--- src/rtl/toggle_pkg.sv ---
// toggle_pkg: shared defaults and widths for the toggle decoder
package toggle_pkg;
   localparam int SYNC_STAGES_DEF = 2;
   localparam int PEND_MAX_DEF    = 7;
   localparam int CNT_W_DEF       = 16;
   localparam int PEND_W          = 8;
   typedef logic [PEND_W-1:0] pend_t;
endpackage

--- src/rtl/toggle_decoder_if.sv ---
// toggle_decoder_if: event delivery handshake and status from the decoder
interface toggle_decoder_if import toggle_pkg::*; #(
   parameter int CNT_W = CNT_W_DEF
);
   logic             out_valid;
   logic             out_ready;
   pend_t            pend_cnt;
   logic             overflow;
   logic [CNT_W-1:0] evt_count;
   modport master (output out_valid, pend_cnt, overflow, evt_count, input out_ready);
   modport slave  (input out_valid, pend_cnt, overflow, evt_count, output out_ready);
endinterface

--- src/rtl/bit_sync.sv ---
// bit_sync: multi-flop synchronizer for a single asynchronous bit
module bit_sync #(
   parameter int STAGES = 2
) (
   input  logic clk,
   input  logic rst_n,
   input  logic d,
   output logic q
);
   logic [STAGES-1:0] sync_q, sync_d;
   // shift the input one stage further down the chain each cycle
   always_comb sync_d = {sync_q[STAGES-2:0], d};
   // chain flops cleared asynchronously so a reset source reads as level 0
   always_ff @(posedge clk or negedge rst_n)
      if (!rst_n) sync_q <= '0;
      else sync_q <= sync_d;
   assign q = sync_q[STAGES-1];
endmodule

--- src/rtl/toggle_decoder.sv ---
// toggle_decoder: turns toggle-encoded events into a counted, handshaked event stream
module toggle_decoder import toggle_pkg::*; #(
   parameter int SYNC_STAGES = SYNC_STAGES_DEF,
   parameter int PEND_MAX    = PEND_MAX_DEF,
   parameter int CNT_W       = CNT_W_DEF
) (
   input logic              clk,
   input logic              rst_n,
   input logic              tog_in,
   input logic              clr,
   toggle_decoder_if.master bus
);
   logic             sync_out, prev_q, prev_d, evt, pop, full;
   pend_t            pend_q, pend_d;
   logic             ovf_q, ovf_d;
   logic [CNT_W-1:0] cnt_q, cnt_d;
   bit_sync #(.STAGES(SYNC_STAGES)) u_sync (.clk(clk), .rst_n(rst_n), .d(tog_in), .q(sync_out));
   assign evt           = sync_out ^ prev_q;
   assign pop           = bus.out_valid & bus.out_ready;
   assign full          = pend_q == pend_t'(PEND_MAX);
   assign bus.out_valid = pend_q != '0;
   assign bus.pend_cnt  = pend_q;
   assign bus.overflow  = ovf_q;
   assign bus.evt_count = cnt_q;
   // prev tracks the chain unconditionally so clr never fabricates an edge; clr beats event/pop
   always_comb begin
      prev_d = sync_out;
      cnt_d  = clr ? '0 : cnt_q + CNT_W'(evt);
      ovf_d  = !clr & (ovf_q | (evt & !pop & full));
      pend_d = clr ? '0 :
               (evt & !pop & !full) ? pend_q + pend_t'(1) :
               (pop & !evt) ? pend_q - pend_t'(1) : pend_q;
   end
   // state registers, cleared asynchronously so nothing pending survives reset
   always_ff @(posedge clk or negedge rst_n)
      if (!rst_n) begin
         prev_q <= 1'b0;
         pend_q <= '0;
         ovf_q  <= 1'b0;
         cnt_q  <= '0;
      end else begin
         prev_q <= prev_d;
         pend_q <= pend_d;
         ovf_q  <= ovf_d;
         cnt_q  <= cnt_d;
      end
endmodule

--- src/flat_wrapper.sv ---
// flat-port wrapper written by rule: the top's interface ports become plain ports
module toggle_decoder_flat import toggle_pkg::*;
#(
   parameter int SYNC_STAGES = SYNC_STAGES_DEF,
   parameter int PEND_MAX    = PEND_MAX_DEF,
   parameter int CNT_W       = CNT_W_DEF
)
  (clk, rst_n, tog_in, clr, bus_out_valid, bus_pend_cnt, bus_overflow, bus_evt_count, bus_out_ready);
  toggle_decoder_if #(.CNT_W(CNT_W)) bus_i ();
  input logic clk;
  input logic rst_n;
  input logic tog_in;
  input logic clr;
  output wire logic [$bits(bus_i.out_valid)-1:0] bus_out_valid;
  output wire logic [$bits(bus_i.pend_cnt)-1:0] bus_pend_cnt;
  output wire logic [$bits(bus_i.overflow)-1:0] bus_overflow;
  output wire logic [$bits(bus_i.evt_count)-1:0] bus_evt_count;
  input wire logic [$bits(bus_i.out_ready)-1:0] bus_out_ready;
  assign bus_out_valid = bus_i.out_valid;
  assign bus_pend_cnt = bus_i.pend_cnt;
  assign bus_overflow = bus_i.overflow;
  assign bus_evt_count = bus_i.evt_count;
  assign bus_i.out_ready = bus_out_ready;
  toggle_decoder #(.SYNC_STAGES(SYNC_STAGES), .PEND_MAX(PEND_MAX), .CNT_W(CNT_W)) u_core (.clk(clk), .rst_n(rst_n), .tog_in(tog_in), .clr(clr), .bus(bus_i));
endmodule
--- config.mk ---
export PLATFORM = sky130hd
export DESIGN_NAME = toggle_decoder_flat
export DESIGN_NICKNAME = d
export VERILOG_FILES = /design/src/rtl/toggle_pkg.sv /design/src/rtl/toggle_decoder_if.sv /design/src/rtl/bit_sync.sv /design/src/rtl/toggle_decoder.sv /design/src/flat_wrapper.sv
export SDC_FILE = /design/constraint.sdc
export NUM_CORES = 1
export LEC_CHECK = 0
export ABC_AREA = 1
export CAP_MARGIN = 20
export CORE_MARGIN = 1.5
export CORE_UTILIZATION = 51
export CTS_CLUSTER_DIAMETER = 80
export DETAILED_ROUTE_END_ITERATION = 6
export GPL_TIMING_DRIVEN = 0
export PLACE_DENSITY = 0.9
export SYNTH_ARGS = -nofsm -noshare
export SYNTH_HDL_FRONTEND = slang
export SYNTH_SLANG_ARGS = --single-unit
--- constraint.sdc ---
create_clock -name clk -period 2.3 [get_ports clk]
set_input_delay 0.23 -clock clk [delete_from_list [all_inputs] [get_ports clk]]
set_output_delay 0.23 -clock clk [all_outputs]
set_load 0.005 [all_outputs]
==> run_results.csv, run 1 <==
group,metric,value,unit
synth,synth_async_sr_flop_share,100,%
timing,fin_worst_skew,0.00778,ns
layout,synthToLayoutAreaGrowth,44.2,%
global_routing,grt_antenna_before_repair,0,
placed_design,placed_cell_area,0.00198,mm^2
timing,slew_headroom,61.9,%
critical_path,worstPathArrival,2.57,ns
synth,synth_top_cell_by_area,"dfrtp_1",
global_routing,grt_usage,21.8,%
critical_path,crit_start,"u_core.bus.pend_cnt[0]",
synth,synth_commonest_cells,"nand2_1, dfrtp_1, inv_1",
placed_design,io_buffers,29,
power_and_ir_drop,power.density,947,mW/mm^2
global_routing,grt_pass1_wl,5750,um
global_routing,gr-total-overflow,0,
drt,drc,0,
floorplanning,die_w,59.2,um
synth,synth_most_common_cell,"nand2_1",
clocking,cts_tree,"yes",
placed_design,detailed_place_hpwl,2580,um
synth,ys_types,29,
synth,yosysWarningCount,0,
timing,min_period,2.31,ns
placed_design,place.gp.congestion,0.830,
critical_path,cp.required,2.56,ns
clocking,cts_buffers,3,
clocking,clk_pin_slew,0.16,ns
synth,synthesis.instances,190,
critical_path,r2r-start,"u_core.bus.pend_cnt[0]",
run_status,violations,"setup timing",
synth,syn-num-nets,204,
drt,drtIter0Drc,77,
global_routing,grt_pass1_vias,1277,
timing,worstMarginPinSlew,0.569,ns
run_status,status,"finished, violations left",
global_routing,grt_start_max_net_pins,20,
clocking,insertion_delay,0.35,ns
critical_path,path_class,"reg -> reg",
power_and_ir_drop,ir_drop,614,uV
synth,syn_area,0.00161,mm^2
synth,ys_ff_latch,28,
floorplanning,initial_core_util,53.1,%
timing,fmax,0.433,GHz
timing,fin_crit_sh,100,%
critical_path,crit_path_end_kind,"flop",
drt,viasPerCell,5.59,
clocking,holdBufCountCts,0,
layout,design_area,0.00232,mm^2
timing,rsz0062_at_grt,"yes",
timing,hold_violations,0,
layout,utilization,76.6,%
critical_path,startpoint_type,"flop",
min_path,hp-class,"in -> async",
drt,vias,1610,
drt,wire_per_inst,16.3,um
floorplanning,core_region_area,0.00303,mm^2
drt,drtPass1Iterations,6,
synth,synth_edf_count,0,
timing,maxSlewViolCount,0,
drt,antenna_left,0,
synth,syn_area_per_cell,8.47,um^2
synth,synth_area_leaders,"dfrtp_1, nand2_1, inv_1",
power_and_ir_drop,p_leak,0.00108,uW
synth,synth_top_area_share,43.5,%
placed_design,dpl.cell_count,264,
clocking,clockBufferDepth,2,
drt,routed_wl,4690,um
clocking,root_buffer,"clkbuf_4",
layout,diodes,0,
timing,whs,0.218,ns
floorplanning,rows,20,
job,maxCapViolCount,0,
synth,synthFlopType,"dfrtp_1",
floorplanning,pin_count,31,
critical_path,cp_max_fo,5,
floorplanning,dieArea,0.00350,mm^2
clocking,clock-sinks,28,
clocking,cts.htree.levels,1,
timing,setup_viol,2,
synth,seq_area_frac_synth,43.5,%
layout,nets,259,
placed_design,place_ws,-0.125,ns
floorplanning,chipHeight,59.2,um
timing,postLayoutSetupSlackWorst,-0.00819,ns
layout,drive_gt1_share,23.8,%
layout,finalNonFillerCells,288,
-- flip-flops by register name, summed over array words and instances, names as in the netlist --
name                  flops
u_core.bus.evt_count     16
u_core.u_sync.sync_q      2
u_core.bus.overflow       1
u_core.bus.pend_cnt       8
u_core.prev_q             1
-- cells in the final DEF (no fill, tap or decap), types with 5 or more instances in the layout --
cell / n
a21oi_1: 12
buf_4: 20
clkdlybuf4s50_1: 29
dfrtp_1: 26
ha_4: 6
inv_1: 27
nand2_1: 32
nand3_1: 10
nand4_1: 6
nor2_1: 14
nor2_2: 5
o21ai_0: 5
o21ai_2: 5
xor2_1: 6
-- layout make-up --
cell class                 instances  area (um^2)
fill                             176          708
clock inverter                     1         30.0
sequential                        28          703
tap                               44         55.1
multi-input combinational        133          932
buffer                             2         11.3
inverter                          28          105
timing repair buffer              49          460
clock buffer                       3         22.5
-- layer usage --
layer,wire [um],global-route usage (%),vias to the layer above
met2,2210,34.4,91
met5,0,0,-
li1,-,-,735
met3,306,3.28,25
met1,1960,29.9,759
met4,214,9.42,0
-- logic make-up (layout without fill, tap and decap cells) --
family	Yosys count	after routing	share of synthesized area [%]
xor+xnor	8	8	4.35
fa+ha+maj	9	9	7.47
compound gates	33	33	12.8
buf+inv	30	83	7.23
simple gates	82	83	24.7
flops	28	28	43.5
-- through the flow --
step                 TNS, ns  power, uW
floorplan                  0       1210
global placement      -0.101       1440
detailed placement    -0.272       1480
CTS                        0       1890
global route          -0.431       2310
finish              -0.00938       2200
-- critical path, stage by stage, from the launching register on --
cell,delay [ns]
dfrtp_1,0.44
nor2_2,0.16
nand2_1,0.11
o21ai_4,0.26
nand3_4,0.22
ha_4,0.29
a21o_1,0.21
a21oi_1,0.20
xor2_1,0.24
o21ai_2,0.08
-- worst paths after layout --
| check | depth (start not counted) | endpoint | slack, ns |
|---|---|---|---|
| worst min register to register | 0 | u_core.u_sync.sync_q[1] | 0.37 |
| worst max-delay path | 9 | u_core.bus.pend_cnt[5] | -0.008 |
| min in group clk | 2 | u_core.bus.evt_count[1] | 0.25 |
| worst min-delay path | 1 | u_core.u_sync.sync_q[0] | 0.22 |
| max in group asynchronous | 2 | u_core.bus.pend_cnt[1] | 1.59 |
| worst max register to register | 9 | u_core.bus.pend_cnt[5] | -0.008 |
-- power by group --
part,switching (uW),internal [uW],total (uW)
sequential,68.5,558,627
clock,158,177,335
combinational,649,586,1230
total,876,1320,2200
-- what timing repair did --
action                                  CTS  global route
endpoints found under the setup margin    4             7
setup buffers                             3            16
cloned                                    1             0
resized for setup                         5            17
pin swaps                                 1             7
Power figures use the tool's default switching activity.
==> run 2: changes to the inputs <==
--- a/config.mk
+++ b/config.mk
@@ -9,3 +9,3 @@
 export CAP_MARGIN = 20
-export CORE_MARGIN = 1.5
+export CORE_MARGIN = 3
 export CORE_UTILIZATION = 51
@@ -15,2 +15,3 @@
 export PLACE_DENSITY = 0.9
+export SLEW_MARGIN = 20
 export SYNTH_ARGS = -nofsm -noshare
--- a/constraint.sdc
+++ b/constraint.sdc
@@ -3,2 +3,2 @@
 set_output_delay 0.23 -clock clk [all_outputs]
-set_load 0.005 [all_outputs]
+set_load 0.01 [all_outputs]
==> run_results.csv, run 2 (synthesis gave the netlist of run 1 again) <==
group,metric,value,unit
global_routing,grt_usage,18.3,%
global_routing,grt_antenna_before_repair,0,
layout,design_area,0.00219,mm^2
job,maxCapViolCount,0,
timing,setup_viol,1,
critical_path,r2r-start,"u_core.bus.pend_cnt[4]",
layout,diodes,0,
global_routing,gr-total-overflow,0,
critical_path,cp.required,2.53,ns
timing,fin_worst_skew,0.00339,ns
timing,hold_violations,0,
floorplanning,initial_core_util,55.9,%
critical_path,worst_r2r_path_depth,11,
timing,fmax,0.431,GHz
power_and_ir_drop,internal-power,1180,uW
critical_path,cpPeakStageDelay,0.46,ns
clocking,cts_buffers,3,
run_status,violations,"setup timing",
critical_path,startpoint_type,"flop",
drt,wire_per_inst,14.0,um
drt,viasPerCell,5.37,
layout,mostFrequentLayoutCells,"nand2_1, clkdlybuf4s50_1, inv_1, dfrtp_1, buf_4",
min_path,hp-class,"in -> reg",
critical_path,cp_max_fo,8,
power_and_ir_drop,swShare,41.6,%
power_and_ir_drop,combPwrFrac,58.1,%
critical_path,endpoint,"u_core.bus.pend_cnt[6]",
clocking,cts.htree.levels,1,
layout,finalNonFillerCells,279,
critical_path,path_cells,"nor2_2, nand2_1, o21ai_2, nand3_4, ha_1, nand2_1, inv_1, nand4_1, nand3_1, xnor2_1, o21ai_2",
global_routing,grt_pass1_wl,5940,um
placed_design,io_buffers,29,
power_and_ir_drop,clock_power_share,10.1,%
timing,slew_headroom,59.1,%
layout,synthToLayoutAreaGrowth,36.1,%
floorplanning,rows,19,
power_and_ir_drop,ir_drop,874,uV
timing,fin_crit_sh,101,%
critical_path,rr_endpoint,"u_core.bus.pend_cnt[6]",
drt,antenna_left,0,
placed_design,placed_cell_area,0.00195,mm^2
clocking,clk_pin_slew,0.15,ns
layout,largest_reg_flops,16,
critical_path,crit_path_top_delay_cell,"dfrtp_2",
drt,drtIter0Drc,89,
floorplanning,die_w,62.2,um
placed_design,dpl.cell_count,261,
power_and_ir_drop,finalPower,2030,uW
floorplanning,chipHeight,62.2,um
clocking,clock-sinks,28,
critical_path,path_class,"reg -> reg",
timing,worstMarginPinSlew,0.613,ns
layout,nets,253,
timing,min_period,2.32,ns
floorplanning,core_region_area,0.00288,mm^2
placed_design,place.gp.congestion,0.825,
layout,fillCellCount,190,
timing,maxSlewViolCount,0,
floorplanning,dieArea,0.00387,mm^2
drt,drtPass1Iterations,4,
power_and_ir_drop,p_seq_share,31.8,%
placed_design,detailed_place_hpwl,2500,um
critical_path,crit_path_end_kind,"flop",
global_routing,grt_pass1_vias,1384,
timing,rsz0062_at_grt,"yes",
power_and_ir_drop,power.density,925,mW/mm^2
clocking,root_buffer,"clkbuf_4",
layout,layout_commonest_cell,"nand2_1",
critical_path,worstPathArrival,2.55,ns
drt,drc,0,
clocking,insertion_delay,0.32,ns
floorplanning,pin_count,31,
run_status,status,"finished, violations left",
drt,routed_wl,3900,um
power_and_ir_drop,p_leak,0.00102,uW
clocking,cts_tree,"yes",
drt,vias,1498,
timing,postLayoutSetupSlackWorst,-0.0228,ns
clocking,clockBufferDepth,2,
power_and_ir_drop,power.switching,843,uW
layout,drive_gt1_share,22.4,%
critical_path,r2r_setup_slack,-0.02,ns
critical_path,crit_start,"u_core.bus.pend_cnt[4]",
global_routing,grt_start_max_net_pins,29,
## run 2: cell types whose count changed in the layout (fill, tap and decap cells not counted), moves of 2 or more
| cell | previous run | this run |
|---|---|---|
| buf_4 | 20 | 14 |
| dfrtp_1 | 26 | 23 |
| dfrtp_2 | 2 | 5 |
| ha_1 | 1 | 3 |
| nor2_2 | 5 | 7 |
## run 2: worst max-delay path, delay by kind of cell (launching register included)
family,cells,cell delay (ns)
buffers and inverters,1,0.07
and+or+nand+nor,6,0.80
xor gates and xnor gates,1,0.16
AOI/OAI and AO/OA,2,0.30
adders and majority gates,1,0.45
DFF,1,0.46
## run 2: per-layer routing
layer	GRT usage (%)	up-vias	wire length (um)
met5	0	-	0
met4	5.80	0	53
met3	2.88	8	172
met2	31.3	58	1830
met1	23.7	712	1840
li1	-	720	-
## run 2: repair_timing
item                                   CTS  global route
setup buffers                            4            10
endpoints found under the hold margin   28             0
gates resized for setup                  4            17
pin swaps                                2             4
hold buffers                             1             0
setup endpoints to repair                4             5
## run 2: power groups by stage
stage / sequential, uW / combinational [uW] / clock, uW
2_1_floorplan: 655 / 576 / 0
3_3_place_gp: 640 / 834 / 0
3_5_place_dp: 644 / 862 / 0
4_1_cts: 629 / 940 / 205
5_1_grt: 652 / 1290 / 221
6_report: 645 / 1180 / 204
## run 2: final cells by class
cell class	instances	area [um^2]	area share (%)
inverters	28	105	4.80
flip-flops and latches	28	707	32.3
clock buffers	3	22.5	1.03
plain buffers	2	11.3	0.514
repair buffers	44	404	18.5
well taps	42	52.6	2.40
multi-input cells	132	887	40.5
## run 2: how the worst min path moves through the flow
stage	from	slack, ns	cells past startpoint	endpoint
after floorplan	rst_n	-0.07	0	u_core.bus.evt_count[0]
after global placement	u_core.u_sync.sync_q[0]	0.33	0	u_core.u_sync.sync_q[1]
after detailed placement	rst_n	0.28	1	u_core.bus.evt_count[15]
after CTS	clr	0.29	2	u_core.bus.evt_count[10]
after global routing	tog_in	0.32	1	u_core.u_sync.sync_q[0]
final	clr	0.29	2	u_core.bus.evt_count[10]
## run 2: stage by stage
step           hold WS (ns)  TNS [ns]  utilization, %  setup slack, ns
4_1_cts               0.291         0            70.7           0.0124
5_1_grt               0.321    -0.311            76.1           -0.124
3_5_place_dp          0.277    -0.181            67.7           -0.111
2_1_floorplan       -0.0656         0               -            0.159
3_3_place_gp          0.333   -0.0833            67.9          -0.0533
6_report              0.288   -0.0228            76.1          -0.0228
